## src/rtl/fetch_queue_if.sv

```systemverilog
// Fetch-stage signal bundle: instruction memory request/response, decode output and redirect.
// The fetch queue uses the master modport; the memory/decode environment uses slave.
interface fetch_queue_if #(
  parameter int A_WIDTH = 32,
  parameter int D_WIDTH = 32
);
  logic               mem_req_valid;
  logic               mem_req_ready;
  logic [A_WIDTH-1:0] mem_req_addr;
  logic               mem_rsp_valid;
  logic [D_WIDTH-1:0] mem_rsp_data;
  logic               out_valid;
  logic               out_ready;
  logic [D_WIDTH-1:0] out_instr;
  logic [A_WIDTH-1:0] out_pc;
  logic               redirect;
  logic [A_WIDTH-1:0] redirect_pc;

  modport master (
    output mem_req_valid, mem_req_addr, out_valid, out_instr, out_pc,
    input  mem_req_ready, mem_rsp_valid, mem_rsp_data, out_ready, redirect, redirect_pc
  );

  modport slave (
    input  mem_req_valid, mem_req_addr, out_valid, out_instr, out_pc,
    output mem_req_ready, mem_rsp_valid, mem_rsp_data, out_ready, redirect, redirect_pc
  );
endinterface

```

## src/rtl/fetch_queue.sv

```systemverilog
// Instruction fetch queue: credit-limited sequential fetch, in-order response FIFO, redirect flush.
// Optional macro FETCH_BYPASS_EN forwards a response straight to decode when the FIFO is empty.
module fetch_queue #(
  parameter int                 A_WIDTH  = 32,
  parameter int                 D_WIDTH  = 32,
  parameter int                 DEPTH    = 4,
  parameter logic [A_WIDTH-1:0] RESET_PC = '0
) (
  input logic           clk,
  input logic           rst,
  fetch_queue_if.master bus
);

  localparam int                 PW      = $clog2(DEPTH);
  localparam int                 CW      = PW + 1;
  localparam logic [CW:0]        DEPTH_C = (CW + 1)'(DEPTH);
  localparam logic [A_WIDTH-1:0] STEP    = A_WIDTH'(4);

  logic [A_WIDTH-1:0] fetch_pc_q, fetch_pc_d;
  logic [A_WIDTH-1:0] rsp_pc_q, rsp_pc_d;
  logic [CW-1:0]      count_q, count_d;
  logic [CW-1:0]      outstanding_q, outstanding_d;
  logic [CW-1:0]      discard_q, discard_d;
  logic [PW-1:0]      wr_ptr_q, wr_ptr_d;
  logic [PW-1:0]      rd_ptr_q, rd_ptr_d;
  logic               started_q;

  logic [D_WIDTH-1:0] instr_mem [DEPTH];
  logic [A_WIDTH-1:0] pc_mem    [DEPTH];

  logic [A_WIDTH-1:0] redirect_target;
  logic [CW:0]        credits_used;
  logic               req_fire;
  logic               fifo_nonempty;
  logic               rsp_live;
  logic               bypass_hit;
  logic               bypass_take;
  logic               push;
  logic               pop;

  assign redirect_target = bus.redirect_pc & ~A_WIDTH'(3);

  // Every buffered entry and every in-flight request (stale or not) holds a credit.
  assign credits_used      = {1'b0, count_q} + {1'b0, outstanding_q};
  assign bus.mem_req_valid = started_q && (credits_used < DEPTH_C) && !bus.redirect;
  assign bus.mem_req_addr  = fetch_pc_q;
  assign req_fire          = bus.mem_req_valid && bus.mem_req_ready;

  assign fifo_nonempty = (count_q != '0);
  assign rsp_live      = bus.mem_rsp_valid && !bus.redirect && (discard_q == '0);

`ifdef FETCH_BYPASS_EN
  assign bypass_hit = rsp_live && !fifo_nonempty;
`else
  assign bypass_hit = 1'b0;
`endif

  assign bypass_take   = bypass_hit && bus.out_ready;
  assign push          = rsp_live && !bypass_take;
  assign pop           = fifo_nonempty && bus.out_ready && !bus.redirect;
  assign bus.out_valid = fifo_nonempty || bypass_hit;

  always_comb begin
    bus.out_instr = '0;
    bus.out_pc    = '0;
    if (fifo_nonempty) begin
      bus.out_instr = instr_mem[rd_ptr_q];
      bus.out_pc    = pc_mem[rd_ptr_q];
    end else if (bypass_hit) begin
      bus.out_instr = bus.mem_rsp_data;
      bus.out_pc    = rsp_pc_q;
    end
  end

  always_comb begin
    fetch_pc_d    = fetch_pc_q;
    rsp_pc_d      = rsp_pc_q;
    count_d       = count_q;
    outstanding_d = outstanding_q;
    discard_d     = discard_q;
    wr_ptr_d      = wr_ptr_q;
    rd_ptr_d      = rd_ptr_q;
    if (bus.redirect) begin
      // Requests already marked for discard are still inside outstanding, so
      // everything left in flight after this cycle's response becomes stale.
      fetch_pc_d    = redirect_target;
      rsp_pc_d      = redirect_target;
      count_d       = '0;
      wr_ptr_d      = '0;
      rd_ptr_d      = '0;
      outstanding_d = outstanding_q - CW'(bus.mem_rsp_valid);
      discard_d     = outstanding_q - CW'(bus.mem_rsp_valid);
    end else begin
      if (req_fire) begin
        fetch_pc_d = fetch_pc_q + STEP;
      end
      outstanding_d = outstanding_q + CW'(req_fire) - CW'(bus.mem_rsp_valid);
      if (bus.mem_rsp_valid) begin
        if (discard_q != '0) begin
          discard_d = discard_q - CW'(1);
        end else begin
          rsp_pc_d = rsp_pc_q + STEP;
        end
      end
      if (push) begin
        wr_ptr_d = wr_ptr_q + PW'(1);
      end
      if (pop) begin
        rd_ptr_d = rd_ptr_q + PW'(1);
      end
      count_d = count_q + CW'(push) - CW'(pop);
    end
  end

  always_ff @(posedge clk or negedge rst) begin
    if (!rst) begin
      fetch_pc_q    <= RESET_PC;
      rsp_pc_q      <= RESET_PC;
      count_q       <= '0;
      outstanding_q <= '0;
      discard_q     <= '0;
      wr_ptr_q      <= '0;
      rd_ptr_q      <= '0;
      started_q     <= 1'b0;
    end else begin
      fetch_pc_q    <= fetch_pc_d;
      rsp_pc_q      <= rsp_pc_d;
      count_q       <= count_d;
      outstanding_q <= outstanding_d;
      discard_q     <= discard_d;
      wr_ptr_q      <= wr_ptr_d;
      rd_ptr_q      <= rd_ptr_d;
      started_q     <= 1'b1;
    end
  end

  // Storage needs no reset: outputs are masked by count while the FIFO is empty.
  always_ff @(posedge clk) begin
    if (push) begin
      instr_mem[wr_ptr_q] <= bus.mem_rsp_data;
      pc_mem[wr_ptr_q]    <= rsp_pc_q;
    end
  end

endmodule

```

## src/flat_wrapper.sv

```systemverilog
// flat-port wrapper written by rule: the top's interface ports become plain ports
module fetch_queue_flat 
#(
  parameter int                 A_WIDTH  = 32,
  parameter int                 D_WIDTH  = 32,
  parameter int                 DEPTH    = 4,
  parameter logic [A_WIDTH-1:0] RESET_PC = '0
)
  (clk, rst, bus_mem_req_valid, bus_mem_req_addr, bus_out_valid, bus_out_instr, bus_out_pc, bus_mem_req_ready, bus_mem_rsp_valid, bus_mem_rsp_data, bus_out_ready, bus_redirect, bus_redirect_pc);
  fetch_queue_if #(.A_WIDTH(A_WIDTH), .D_WIDTH(D_WIDTH)) bus_i ();
  input logic clk;
  input logic rst;
  output wire logic [$bits(bus_i.mem_req_valid)-1:0] bus_mem_req_valid;
  output wire logic [$bits(bus_i.mem_req_addr)-1:0] bus_mem_req_addr;
  output wire logic [$bits(bus_i.out_valid)-1:0] bus_out_valid;
  output wire logic [$bits(bus_i.out_instr)-1:0] bus_out_instr;
  output wire logic [$bits(bus_i.out_pc)-1:0] bus_out_pc;
  input wire logic [$bits(bus_i.mem_req_ready)-1:0] bus_mem_req_ready;
  input wire logic [$bits(bus_i.mem_rsp_valid)-1:0] bus_mem_rsp_valid;
  input wire logic [$bits(bus_i.mem_rsp_data)-1:0] bus_mem_rsp_data;
  input wire logic [$bits(bus_i.out_ready)-1:0] bus_out_ready;
  input wire logic [$bits(bus_i.redirect)-1:0] bus_redirect;
  input wire logic [$bits(bus_i.redirect_pc)-1:0] bus_redirect_pc;
  assign bus_mem_req_valid = bus_i.mem_req_valid;
  assign bus_mem_req_addr = bus_i.mem_req_addr;
  assign bus_out_valid = bus_i.out_valid;
  assign bus_out_instr = bus_i.out_instr;
  assign bus_out_pc = bus_i.out_pc;
  assign bus_i.mem_req_ready = bus_mem_req_ready;
  assign bus_i.mem_rsp_valid = bus_mem_rsp_valid;
  assign bus_i.mem_rsp_data = bus_mem_rsp_data;
  assign bus_i.out_ready = bus_out_ready;
  assign bus_i.redirect = bus_redirect;
  assign bus_i.redirect_pc = bus_redirect_pc;
  fetch_queue #(.A_WIDTH(A_WIDTH), .D_WIDTH(D_WIDTH), .DEPTH(DEPTH), .RESET_PC(RESET_PC)) u_core (.clk(clk), .rst(rst), .bus(bus_i));
endmodule
```

## config.mk

```make
export PLATFORM = sky130hd
export DESIGN_NAME = fetch_queue_flat
export DESIGN_NICKNAME = d
export VERILOG_FILES = /design/src/rtl/fetch_queue_if.sv /design/src/rtl/fetch_queue.sv /design/src/flat_wrapper.sv
export SDC_FILE = /design/constraint.sdc
export NUM_CORES = 1
export LEC_CHECK = 0
export ABC_AREA = 1
export CAP_MARGIN = 5
export CORE_AREA = 2 2 186 188
export CTS_CLUSTER_DIAMETER = 50
export DETAILED_ROUTE_END_ITERATION = 10
export DIE_AREA = 0 0 188 190
export HOLD_SLACK_MARGIN = 0.08
export PLACE_DENSITY_LB_ADDON = 0.1
export SLEW_MARGIN = 5
export SYNTH_ARGS = -nofsm -noshare
export SYNTH_HDL_FRONTEND = slang
export SYNTH_SLANG_ARGS = --single-unit
```

## constraint.sdc

```tcl
create_clock -name clk -period 4.5 [get_ports clk]
set_input_delay 1.125 -clock clk [delete_from_list [all_inputs] [get_ports clk]]
set_output_delay 1.125 -clock clk [all_outputs]
set_load 0.02 [all_outputs]
```

# Word level (Yosys, flattened, before mapping)
# Memory sizes are Yosys's and may differ from the RTL's.
# Index checks and enable logic that the tools add are counted.
# totals
mem_count	2
ram_bits	256
elab_cells	59
regBits	78
output_inout_bits	98
# memory_table
name	words	word_bits	rd	rd_ports_with_merged_regs	write_ports	line_no	rtl
u_core.instr_mem	4	32	1	0	1	fetch_queue.sv:28	logic [D_WIDTH-1:0] instr_mem [DEPTH];
u_core.pc_mem	4	32	1	0	1	fetch_queue.sv:29	logic [A_WIDTH-1:0] pc_mem [DEPTH];
# op_classes
n_eq_ne	1
mux	18
n_addsub	11
n_reduce_logical	18
n_lt_le_gt_ge	1
# ops
operator	count
2-to-1 mux 32 bit	7
adder 32 x 3 -> 32 bit (second input constant)	2
2-to-1 mux 3 bit	5
nonzero test 2 bit	5
subtractor 3 x 1 -> 3 bit	3
2-to-1 mux 2 bit	4
logical AND 1 bit	7
adder 3 x 1 -> 3 bit	2
nonzero test 3 bit	2
adder 2 x 1 -> 2 bit (second input constant)	2
adder 3 x 3 -> 4 bit	1
< comparator 4 x 3 -> 1 bit (second input constant)	1
AND reduction 2 bit	2
zero test 3 bit	1
subtractor 3 x 1 -> 3 bit (second input constant)	1
2-to-1 mux 1 bit	2
inequality test 2 bit (second input constant)	1
zero test 1 bit	1

# Longest topological paths before layout
# depth
depth_word	8
ltp_mapped	12

# Least setup slack after synthesis
# Ideal clock, no wire load.
# synth_timing
path_kind	in2reg
from	input port bus_mem_rsp_valid
to	memory u_core.instr_mem[0][0] (enable)
path_slack_ns	-0.230
path_stages	4
t_arrival_ns	4.247
setup_time_ns	0.482
required_ns	4.018
path_buffers	0
path_cell_list	nand3_1 > nor2_1 > inv_1 > nor2_1
# synth_between
elab_chain_len	4
# synth_lines
element	line_no	rtl
from (decl)	flat_wrapper.sv:19	input wire logic [$bits(bus_i.mem_rsp_valid)-1:0] bus_mem_rsp_valid;
logical AND 1 bit (2 in a row)	fetch_queue.sv:50	assign rsp_live = bus.mem_rsp_valid && !bus.redirect && (discard_q == '0);
2-to-1 mux 1 bit	fetch_queue.sv:139	if (push) begin
2-to-1 mux 1 bit (not written as such)	fetch_queue.sv:140	instr_mem[wr_ptr_q] <= bus.mem_rsp_data;
to (decl)	fetch_queue.sv:28	
# No other way between the ends.

# Worst setup path after layout
# layout_timing
from	register u_core.rd_ptr_q[0]
to	output port bus_out_pc[5]
# layout_between
elab_chain_len	2
# layout_lines
element	line_no	rtl
from (decl)	fetch_queue.sv:25	logic [PW-1:0] rd_ptr_q, rd_ptr_d;
from (signal assigned)	fetch_queue.sv:132	rd_ptr_q <= rd_ptr_d;
memory read (4 x 32 bit)	n/a	
2-to-1 mux 32 bit	fetch_queue.sv:66	if (fifo_nonempty) begin
to (decl)	flat_wrapper.sv:17	output wire logic [$bits(bus_i.out_pc)-1:0] bus_out_pc;
# No other way between the ends.

==> flow_summary.yaml <==
status:
  run_status: "finished clean"
synth:
  syn_std_cell_area_um2: 14720
  synth_flop_cell: "sky130_fd_sc_hd__edfxtp_1"
  yosys.area.top_type: "sky130_fd_sc_hd__edfxtp_1"
  synth_sequential_area_ratio_pct: 63.19
  syn_inst: 1523
  cell_types_with_the_highest_counts_after_synthesis: "sky130_fd_sc_hd__nor2_1 (331), sky130_fd_sc_hd__nand2_1 (277), sky130_fd_sc_hd__edfxtp_1 (248), sky130_fd_sc_hd__o21ai_0 (148), sky130_fd_sc_hd__inv_1 (105)"
  synth_enable_flop_cells: 248
  synth_top_cells_by_area: "sky130_fd_sc_hd__edfxtp_1 (51%), sky130_fd_sc_hd__dfrtp_1 (13%), sky130_fd_sc_hd__nor2_1 (8.4%)"
  post_synthesis_async_set_or_reset_flop_share_pct: 22.98
  post_synth_num_cell_types: 39
  syn-mean-instance-area_um2: 9.662
  yosys_warnings: 0
  postSynthRegisterBits: 322
  synthDominantCellAreaShare_pct: 50.61
  post-synth-top-count-cell: "sky130_fd_sc_hd__nor2_1"
worst_hold_path:
  hold-path-cell-count: 2
  class_of_the_tightest_hold_or_removal_check: "reg2reg"
clock_tree:
  clock_tree_from_tritoncts: "yes"
  cts_sinks: 322
  cts_hold_buf: 0
  clock_tree_buffer_depth: 3
  clock_tree.root_cell: "sky130_fd_sc_hd__clkbuf_16"
  post_cts_resized: 0
  clk_pin_slew_worst_paths_ns: 0.06
  numCtsBuffers: 39
  worst_skew_pair_later_pin_latency_ns: 0.52
  post_cts.repair.setup_buffers: 0
  cts_htree_levels: 2
finish:
  drive_above_1_share_pct: 6.071
  antenna-diode-count: 0
  layout.nets: 1773
  postLayoutCoreUtil_pct: 53.59
  fillCellCount: 3039
  area_added_between_synthesis_and_finish_pct: 23.64
grt:
  number_of_global_route_vias_before_repair: 10920
  grt_antenna_before_repair: 0
  overflow: 0
  largest_net_degree_at_the_start_of_global_routing: 126
  grt_first_pass_wirelength_um: 58370
  global_router_s_overall_resource_usage_pct: 20.76
critical_path:
  timing.critical_path.to_type: "output pin"
  worst_r2r_path_depth: 13
  timing.critical_path.required_ns: 3.38
  critical_path.max_fanout: 55
  setup.worst_path.class: "reg2out"
  reg2reg_slack_ns: 1.38
  worstSetupStartpointType: "flip-flop"
  endpoint_arrival_time_on_the_critical_path_ns: 2.79
drt:
  route.antenna.remaining_nets: 0
  routed_length_per_instance_um: 16.92
  detailroute.via_count: 10990
  drtIter0Drc: 711
  route.detailed.vias_per_inst: 5.068
  dr.pass1.iters: 8
  post-route-drc-count: 0
  routed_wirelength_um: 36690
sta:
  report.final.slew_viol_count: 0
  timing.final.setup_violations: 0
  worst_pin_slew_ns: 0.9668
  final.setup_skew_ns: 0.01508
  max_slew_margin_pct: 35.39
  maxClockFrequency_mhz: 255.7
  rsz0062_at_grt: "no"
  fin_crit_ns: 3.910
  timing.setup.tns_ns: 0
  whs_ns: 0.5198
  final_clock_period_utilization_by_the_worst_path_pct: 86.89
  report.final.hold_viol_count: 0
die:
  start_util_pct: 43.35
  floorplan.core_area_um2: 33950
  die_height_um: 190
  die_area_um2: 35720
  die-width_um: 188
  number_of_placed_i_o_pins: 168
  fp-row-count: 68
power:
  power_leakage_nw: 6.984
  power_per_cell_area_nw_per_um2: 548.4
  vdd_ir_drop_max_v: 0.0003042
  design_power_total_mw: 9.978
job:
  max_cap_violations: 0
placed_design:
  routabilityCongestion: 0.8549
  detailedPlacementHpwl_um: 22870
  place.port_buffers: 161
==> logic make-up after synthesis <==
logic type               share of synthesized area (%)
AND/OR/NAND/NOR                                  20.70
other                                          0.05104
flip-flops                                       63.19
AO/OA/AOI/OAI                                    8.537
XOR/XNOR                                         1.012
adder cells (fa/ha/maj)                          1.633
buffers and inverters                            4.881
==> power breakdown <==
group | internal, mW | switching (mW)
clock network | 1.81 | 1.20
registers | 3.46 | 0.271
logic | 1.29 | 1.94
total | 6.56 | 3.41
==> critical path, cell delays in order, from the launching register on <==
cell and delay (ns):
sky130_fd_sc_hd__dfrtp_4 0.49, sky130_fd_sc_hd__inv_2 0.47, sky130_fd_sc_hd__buf_12 0.32, sky130_fd_sc_hd__o21ai_0 0.12, sky130_fd_sc_hd__a21oi_1 0.21, sky130_fd_sc_hd__clkdlybuf4s50_1 0.64
==> sequential cells by signal, summed over array words and instances (netlist names), 3 cells and up <==
| signal | cells |
|---|---|
| u_core.rsp_pc_q | 30 |
| u_core.count_q | 3 |
| u_core.instr_mem | 128 |
| u_core.pc_mem | 120 |
| u_core.discard_q | 3 |
| u_core.outstanding_q | 3 |
| u_core.bus.mem_req_addr | 30 |
==> path summary, 6_finish.rpt <==
kind,startpoint,endpoint
max,u_core.rd_ptr_q[0]$_DFFE_PN0P_,bus_out_pc[5]
min,u_core.discard_q[1]$_DFFE_PN0P_,u_core.discard_q[1]$_DFFE_PN0P_
max reg2reg,u_core.count_q[1]$_DFF_PN0_,u_core.count_q[2]$_DFF_PN0_
min reg2reg,u_core.discard_q[1]$_DFFE_PN0P_,u_core.discard_q[1]$_DFFE_PN0P_
max in group asynchronous,rst,u_core.bus.mem_req_addr[30]$_DFFE_PN0P_
min in group asynchronous,rst,u_core.bus.mem_req_addr[21]$_DFFE_PN0P_
==> metrics by stage <==
stage	cells	cell area, um^2	setup slack, ns
6_report	2168	18190	0.5899
5_1_grt	2168	18190	0.4119
3_3_place_gp	2099	16960	1.002
4_1_cts	2168	18190	0.5248
2_1_floorplan	1526	14730	-0.2295
3_5_place_dp	2099	16960	1.020
==> metal layers <==
layer | global-route usage (%) | wire [um] | part of all wire (%)
met3 | 3.191 | 1885 | 5.1
met2 | 35.40 | 17730 | 48
met4 | 5.572 | 741 | 2.0
met5 | 0 | 0 | 0
met1 | 27.79 | 16340 | 45
==> layout by cell type (no fill, tap or decap), types with 39 or more instances in the layout <==
master,n
sky130_fd_sc_hd__clkdlybuf4s50_1,159
sky130_fd_sc_hd__dfrtp_1,72
sky130_fd_sc_hd__o21ai_0,148
sky130_fd_sc_hd__a21oi_1,78
sky130_fd_sc_hd__clkbuf_16,39
sky130_fd_sc_hd__nand3_1,91
sky130_fd_sc_hd__nand2_1,277
sky130_fd_sc_hd__inv_1,105
sky130_fd_sc_hd__nor2_1,327
sky130_fd_sc_hd__edfxtp_1,248
==> layout make-up <==
cell class | count | area (um^2) | area share, %
well taps | 455 | 569.3 | 3.129
clock inverters | 18 | 198.9 | 1.093
clock buffers | 51 | 1031 | 5.667
repair buffers | 187 | 1937 | 10.65
inverters | 109 | 409.1 | 2.249
multi-input cells | 1026 | 4745 | 26.08
flip-flops and latches | 322 | 9304 | 51.14
(Power assumes the default switching activity.)
==> RTL change: new RTL, same flow settings <==
`DEPTH` is set to 4 in 2 places; all go to 2.
--- a/src/rtl/fetch_queue.sv
+++ b/src/rtl/fetch_queue.sv
@@ -3,7 +3,7 @@
 module fetch_queue #(
   parameter int                 A_WIDTH  = 32,
   parameter int                 D_WIDTH  = 32,
-  parameter int                 DEPTH    = 4,
+  parameter int                 DEPTH    = 2,
   parameter logic [A_WIDTH-1:0] RESET_PC = '0
 ) (
   input logic           clk,
--- a/src/flat_wrapper.sv
+++ b/src/flat_wrapper.sv
@@ -3,7 +3,7 @@
 #(
   parameter int                 A_WIDTH  = 32,
   parameter int                 D_WIDTH  = 32,
-  parameter int                 DEPTH    = 4,
+  parameter int                 DEPTH    = 2,
   parameter logic [A_WIDTH-1:0] RESET_PC = '0
 )
   (clk, rst, bus_mem_req_valid, bus_mem_req_addr, bus_out_valid, bus_out_instr, bus_out_pc, bus_mem_req_ready, bus_mem_rsp_valid, bus_mem_rsp_data, bus_out_ready, bus_redirect, bus_redirect_pc);
Behaviour: not the same (Yosys sat finds a counterexample within 4 cycles, from zero or initial values and one cycle with rst low).
==> RTL change against the original RTL <==
Critical path depth unchanged; setup slack better by 300 ps; clock skew increased by 2.3 ps; synthesized area down 36%; sequential share of layout area fell by 6.4 points; cell area shrank 33%; cell count fell by 24%; core utilization shrank 18 points; sequential cell count is 129 lower; wire length fell by 27%; total power shrank 45%; hold slack got worse by 2.7 ps; clock power fell by 48%; largest cell class unchanged.
==> RTL change: results (changes against the original RTL) <==
| Metric | Value |
|---|---|
| CP Capture Point | bus_out_pc[22] |
| Layout cells sized above 1 | 9.24% (+3.2 points) |
| Via density | 4.41 (-13%) |
| Fillers | 3,429 (+13%) |
| CTS resizes | 0 (unchanged) |
| DR WL/cell | 16.1 um (-4.7%) |
| Post-synthesis mux area share | 0.120% (+0.12 points) |
| Post-DP HPWL | 18.3 mm (-20%) |
| H-tree depth | 4 (+2) |
| Clock transition at path regs | 80 ps (+20 ps) |
| FF-to-FF Start | u_core.count_q[0] |
| Register area share after synthesis | 57.9% (-5.3 points) |
| TritonCTS Buffers | 17 (-56%) |
| Nets | 1,266 (-29%) |
| Max stage delay on crit path | 660 ps (+20 ps) |
| Crit path launch | u_core.rd_ptr_q |
| Crit-path max FO | 33 (-40%) |
| Routability cong. | 0.839 (-1.8%) |
| R2r worst-path depth | 10 (-3) |
| Fraction of the mapped netlist area in adder cells | 1.14% (-0.49 points) |
| Largest net degree at the start of global routing | 64 (-49%) |
| Worst clock skew | 17.3 ps (+2.26 ps) |
| Max clock buf depth | 2 (-1) |
| Leak | 4.73 nW (-32%) |
| Status | finished, final reports clean |
| Worst rel slew slack | 40.6% (+5.2 points) |
| First-pass GRT wire length | 41.6 mm (-29%) |
| Hold Crit Class | flip-flop to flip-flop |
| Most common library cells after synthesis | nand2_1, edfxtp_1, a21oi_1, inv_1, dfrtp_1 |
| Top-count cell post-synth | nand2_1 |
| Xor and xnor area share after synthesis | 1.95% (+0.94 points) |
| Top flop regs | u_core.instr_mem: 64 flops, u_core.pc_mem: 60 flops |
| Critical path data arrival time | 2490 ps (-300 ps) |
| FF-to-FF setup slack | 1860 ps (+480 ps) |
| Worst-skew pair later-pin latency | 440 ps (-80 ps) |
| Top cells by area, synth | edfxtp_1, dfrtp_1, nand2_1 |
| Drt first pass iters | 5 (-3) |
| DR iter-0 viols | 340 (-52%) |
| Post-synth EDFFs | 124 (-50%) |
| Total track usage | 15.2% (-5.5 points) |
| Reg-to-Reg End | u_core.bus.mem_req_addr[16] |
| Vias in the first global route | 7,099 (-35%) |
| Peak VDD IR | 0.000263 V (-13%) |
| FFs w/ async S/R, synth | 35.8% (+13 points) |
| Compound-Gate Fraction of Synth Area | 8.60% (+0.061 points) |
==> RTL change: per-stage QoR <==
step,power (W),std cells,cell area (um^2),setup WS [ps],util (%)
after floorplan,0.00326,1033,9430,782,-
after global placement,0.00400,1624,11600,1040,34.1
after detailed placement,0.00401,1624,11600,1010,34.1
after CTS,0.00559,1656,12200,825,35.9
after global routing,0.00584,1656,12200,706,35.9
final,0.00550,1656,12200,888,35.9
==> RTL change: layout make-up <==
cell class | instances | area share, %
Clock inverter | 15 | 1.48
Inverter | 93 | 2.86
Timing Repair Buffer | 174 | 14.4
Multi-Input combinational cell | 709 | 28.4
Tap cell | 455 | 4.67
Sequential cell | 193 | 44.7
Clock buffer | 17 | 3.49
==> RTL change: kinds of logic (layout without fill, tap and decap cells) <==
| group | Yosys count | count (layout) |
|---|---|---|
| simple gates | 527 | 527 |
| flops | 193 | 193 |
| compound gates | 147 | 147 |
| buf+inv | 131 | 299 |
| xor+xnor | 21 | 21 |
| fa+ha+maj | 8 | 8 |
| other cells | 2 | 5 |
| mux | 1 | 1 |
==> RTL change: worst min path at each step <==
stage	startpoint	to	slack, ps	depth (start not counted)
after floorplan	u_core.rsp_pc_q[31]	u_core.pc_mem[0][31]	460	0
after global placement	u_core.discard_q[1]	u_core.discard_q[1]	490	1
after detailed placement	u_core.discard_q[1]	u_core.discard_q[1]	500	1
after CTS	u_core.discard_q[1]	u_core.discard_q[1]	520	1
after global routing	u_core.rsp_pc_q[30]	u_core.pc_mem[1][30]	550	0
final	u_core.discard_q[1]	u_core.discard_q[1]	520	1
==> RTL change: power by group <==
group	internal, W	switching (W)	total, W
Clock	0.000801	0.000754	0.00156
Combinational	0.000622	0.000978	0.00160
Sequential	0.00213	0.000214	0.00235
Total	0.00356	0.00195	0.00550
==> RTL change: metal layers <==
metal / vias to the layer above / GRT usage [%] / wire, um / share of wire [%]
li1: 3704 / - / - / -
met3: 12 / 2.47 / 941 / 3.5
met4: 0 / 3.15 / 179 / 0.67
met1: 3417 / 21.8 / 13300 / 50
met2: 166 / 24.3 / 12200 / 46
met5: - / 0 / 0 / 0
==> RTL change: critical path: cells and delay by family (launching register included) <==
| family | cells | cell delay, ps |
|---|---|---|
| DFF | 1 | 410 |
| buffers and inverters | 3 | 1450 |
| AOI/OAI and AO/OA | 1 | 120 |
| and+or+nand+nor | 1 | 70 |
